`src/rtl/variable_chooser_n.sv`:
```
// Picks the next MCMC variable to resample, either randomly (Galois LFSR with
// rejection sampling) or as a sequential sweep, behind a valid/ready handshake.
`timescale 1ns/1ps
module variable_chooser_n #(
  parameter int unsigned            LFSR_WIDTH   = 16,
  parameter logic [LFSR_WIDTH-1:0]  TAPS         = LFSR_WIDTH'(16'hB400),
  parameter logic [LFSR_WIDTH-1:0]  SEED_DEFAULT = LFSR_WIDTH'(16'h0001),
  parameter int unsigned            NUM_BOOL     = 8,
  parameter int unsigned            NUM_INT      = 8,
  parameter int unsigned            INDEX_WIDTH  = 8
) (
  input  logic                   in_clock,
  input  logic                   in_reset,
  input  logic                   in_seed_load,
  input  logic [LFSR_WIDTH-1:0]  in_seed,
  input  logic                   in_mode,
  input  logic                   in_ready,
  output logic                   out_valid,
  output logic                   out_boolean_or_integer,
  output logic [INDEX_WIDTH-1:0] out_choosen_index,
  output logic                   out_seed_error
);

  localparam int unsigned N         = NUM_BOOL + NUM_INT;
  localparam int unsigned SEL_WIDTH = (N > 1) ? $clog2(N) : 1;
  // One extra bit so N itself and the bool boundary are representable.
  localparam int unsigned CW        = SEL_WIDTH + 1;

  typedef enum logic {FILL, HOLD} state_t;

  state_t                 state, state_d;
  logic [LFSR_WIDTH-1:0]  lfsr, lfsr_d;
  logic [SEL_WIDTH-1:0]   seq_cnt, seq_d;
  logic                   valid_d, type_d, err_d;
  logic [INDEX_WIDTH-1:0] idx_d;

  logic [LFSR_WIDTH-1:0]  lfsr_step;
  logic [SEL_WIDTH-1:0]   cand;
  logic [CW-1:0]          cand_w;
  logic [CW-1:0]          cand_idx;
  logic                   cand_ok;
  logic                   cand_bool;
  logic                   attempt;

  // Candidate generation, acceptance and type/index mapping.
  always_comb begin
    lfsr_step = (lfsr >> 1) ^ (lfsr[0] ? TAPS : '0);
    cand      = in_mode ? seq_cnt : lfsr_step[SEL_WIDTH-1:0];
    cand_w    = {1'b0, cand};
    cand_ok   = in_mode || (cand_w < CW'(N));
    cand_bool = cand_w < CW'(NUM_BOOL);
    cand_idx  = cand_bool ? cand_w : cand_w - CW'(NUM_BOOL);
    attempt   = (state == FILL) || in_ready;
  end

  // Next-state and registered-output logic; seed load overrides any draw.
  always_comb begin
    state_d = state;
    lfsr_d  = lfsr;
    seq_d   = seq_cnt;
    valid_d = out_valid;
    type_d  = out_boolean_or_integer;
    idx_d   = out_choosen_index;
    err_d   = out_seed_error;
    if (in_seed_load) begin
      if (in_seed != '0) begin
        lfsr_d  = in_seed;
        seq_d   = '0;
        valid_d = 1'b0;
        state_d = FILL;
        err_d   = 1'b0;
      end else begin
        err_d   = 1'b1;
      end
    end else if (attempt) begin
      lfsr_d = lfsr_step;
      if (cand_ok) begin
        valid_d = 1'b1;
        type_d  = cand_bool;
        idx_d   = INDEX_WIDTH'(cand_idx);
        state_d = HOLD;
        if (in_mode) begin
          seq_d = (seq_cnt == SEL_WIDTH'(N - 1)) ? '0 : seq_cnt + SEL_WIDTH'(1);
        end
      end else begin
        valid_d = 1'b0;
        state_d = FILL;
      end
    end
  end

  always_ff @(posedge in_clock or posedge in_reset) begin
    if (in_reset) begin
      state                  <= FILL;
      lfsr                   <= SEED_DEFAULT;
      seq_cnt                <= '0;
      out_valid              <= 1'b0;
      out_boolean_or_integer <= 1'b0;
      out_choosen_index      <= '0;
      out_seed_error         <= 1'b0;
    end else begin
      state                  <= state_d;
      lfsr                   <= lfsr_d;
      seq_cnt                <= seq_d;
      out_valid              <= valid_d;
      out_boolean_or_integer <= type_d;
      out_choosen_index      <= idx_d;
      out_seed_error         <= err_d;
    end
  end

endmodule

```
`config.mk`:
```
export PLATFORM = sky130hd
export DESIGN_NAME = variable_chooser_n
export DESIGN_NICKNAME = d
export VERILOG_FILES = /design/src/rtl/variable_chooser_n.sv
export SDC_FILE = /design/constraint.sdc
export NUM_CORES = 1
export LEC_CHECK = 0
export CAP_MARGIN = 30
export CELL_PAD_IN_SITES_DETAIL_PLACEMENT = 1
export CELL_PAD_IN_SITES_GLOBAL_PLACEMENT = 1
export CORE_UTILIZATION = 39
export DETAILED_ROUTE_END_ITERATION = 12
export PLACE_DENSITY = 0.9
export SETUP_SLACK_MARGIN = 0.5
export SYNTH_ARGS = -nofsm -noshare
export SYNTH_HDL_FRONTEND = slang
export SYNTH_SLANG_ARGS = --single-unit
```
`constraint.sdc`:
```
create_clock -name in_clock -period 1.97 [get_ports in_clock]
set_clock_uncertainty 0.05 [all_clocks]
set_input_delay 0.4925 -clock in_clock [delete_from_list [all_inputs] [get_ports in_clock]]
set_output_delay 0.4925 -clock in_clock [all_outputs]
set_load 0.03 [all_outputs]
```
==> results.toml <==
[power_and_ir_drop]
comb_power_share_pct = 24.3
p_total_mw = 1.46
power.internal_mw = 1.07
peakVddDrop_v = 0.000360
pwr-share-clk_pct = 30.4
p_leak_nw = 0.969
p_seq_share_pct = 45.3
p_switching_mw = 0.390
power.density_mw_per_mm2 = 726
swShare_pct = 26.7

[drt]
wl_met3_um = 150
first_iter_violations = 77
drt-vias-per-instance = 5.29
ant_nets = 0
wl_per_cell_um = 18.5
wl_um = 3820
drc_errors = 0
wl_met2_um = 2130
drt-met1-wl_um = 1420
via_count = 1095
highest_layer = "met4"
firstDrtPassIters = 4

[place]
io_buffer_count = 26
place_congestion = 0.780
place_area_mm2 = 0.00185
placed_cells = 199
pre_cts_ws_ps = -405
hpwl_um = 2660

[clocking]
insertion_delay_ps = 280
cts_hold_buf = 0
clockBufferDepth = 2
cts_root_buf = "clkbuf_8"
tritoncts = "done"
htree_levels = 1
path_clk_slew_ps = 90
cts_sinks = 26
numCtsBuffers = 3

[hold_path]
min_path_type = "flop to flop"
min_from = "out_seed_error"

[timing]
whs_ps = 434
rsz0062_at_grt = "yes"
slew_viol_final = 0
tns_ps = 0
period_minus_slack_ps = 1770
hold_viol = 0
fmax_mhz = 565
setup_viol = 0
setup_ws_ps = 200
fin_crit_sh_pct = 89.8

[setup_path]
critPathKind = "input pin to flop"
arrival_ps = 1890
critPathMaxFanout = 6
critPathRequiredTime_ps = 2090
r2r_start = "seq_cnt[0]"
crit_start = "in_seed[5]"
cp-start-kind = "input pin"
critPathCaptureType = "flop"

[floorplanning]
fp-row-count = 21
die_h_um = 63.1
dieArea_mm2 = 0.00398
die_x_um = 63.1
coreArea_mm2 = 0.00344
start_util_pct = 42.2
io_pins = 32

[finish]
final_util_pct = 58.5
fin_area_mm2 = 0.00201
num-fill-cells = 364
final_cells = 207
nets = 184
syn2layout_area_growth_pct = 38.5
drive_gt1_share_pct = 47.8
n_antenna_cell = 0

[yosys]
synth_top_family_by_area = "multiplexers"
ys_types = 31
synthMuxAreaShare_pct = 29.9
ys.flop_type = "dfrtp_1"
yosysTopAreaCell = "dfrtp_1"
synth-xor-area-share_pct = 2.41
synth_edf_count = 0
synth-seq-cells = 26
synthTopCellsByCount = "25 x dfrtp_1, 20 x mux2_2, 10 x mux2_4"
yosysTopAreaCellShare_pct = 43.0
syn_inst = 120
synth-seq-area-share_pct = 44.8
syn_area_mm2 = 0.00145
yosysWarnings = 0
synth-compound-area-share_pct = 7.31
synth_adder_area_share_pct = 0.861
synth-simple-area-share_pct = 8.95
async_flop_share_pct = 100
synth_most_common_cell = "dfrtp_1"
synthTopCellsByArea = "dfrtp_1 43%, mux2_2 15%, mux2_4 10%"
synth.avg_cell_area_um2 = 12.1

[global_routing]
grt_pass1_wl_um = 6310
grt_pass1_vias = 1253
grt_max_degree = 18
grt_usage_pct = 21.5
overflow = 0
antenna_found_initial = 0

[status]
status = "completed"

[run]
drv_cap = 0
## logic make-up (layout without fill, tap and decap cells)
kind of cell    after synthesis  count (layout)
mux                          36              36
flops                        26              26
simple gates                 22              22
compound gates               16              16
buf+inv                      14              51
xor+xnor                      4               4
fa+ha+maj                     1               1
other cells                   1               5
## layout by cell type, fill, tap and decap left out, drive strengths merged
cell and n:
xnor2 4, dlygate4sd2 14, nand2 4, clkbuf 4
dfstp 1, dfrtp 25, a22o 1, mux2i 6
a41oi 1, and2 2, nor2 4, and4 1
inv 3, clkdlybuf4s50 1, and3 2, conb 5
bufinv 1, o21ai 4, nand3 3, nor3 2
nand2b 1, a21oi 5, o2bb2ai 2, mux2 30
buf 26, ha 1, clkdlybuf4s15 1, nor4 2
a21o 3, or4 1, dlymetal6s2s 1
## worst max-delay path, cell delays in order
cell	delay, ps
buf_6	90
or4_4	540
nor3_4	180
a21oi_4	120
clkbuf_16	180
mux2_4	290
## flip-flops by register name (all words and copies together), names as in the netlist
signal,count
state,1
out_seed_error,1
seq_cnt,4
out_boolean_or_integer,1
out_choosen_index,3
lfsr,16
## power groups by stage
stage	clock network [mW]	logic, mW	registers (mW)
CTS	0.455	0.350	0.661
detailed placement	0	0.355	0.668
finish	0.445	0.355	0.661
floorplan	0	0.208	0.679
global route	0.482	0.383	0.670
global placement	0	0.337	0.661
## final timing paths
kind	endpoint	slack (ps)	cells after the start
setup / recovery	lfsr[13]	200	6
hold / removal	out_seed_error	430	1
hold reg to reg	out_seed_error	430	1
setup reg to reg	seq_cnt[3]	350	5
max in group asynchronous	seq_cnt[1]	950	3
min in group asynchronous	lfsr[14]	470	2
## final cells by class
type | instances | area, µm² | share of cell area [%]
Multi-Input combinational cell | 84 | 803 | 39.9
Sequential cell | 26 | 652 | 32.4
Timing Repair Buffer | 44 | 415 | 20.6
Tap cell | 46 | 57.6 | 2.86
Clock buffer | 3 | 41.3 | 2.05
Clock inverter | 1 | 30.0 | 1.49
Inverter | 3 | 13.8 | 0.684
## per-layer routing
metal,up-vias,track usage (%)
met5,-,0
met4,0,10.2
met3,9,3.08
met2,34,41.3
met1,550,22.7
li1,502,-
## timing repair
item / 4_1_cts / 5_1_grt
endpoints found under the setup margin: 32 / 26
resized for setup: 78 / 7
gates cloned: 1 / 0
setup buffers: 2 / 1
pin swaps: 11 / 4
hold endpoints to repair: 0 / 0
Power figures use the tool's default switching activity.
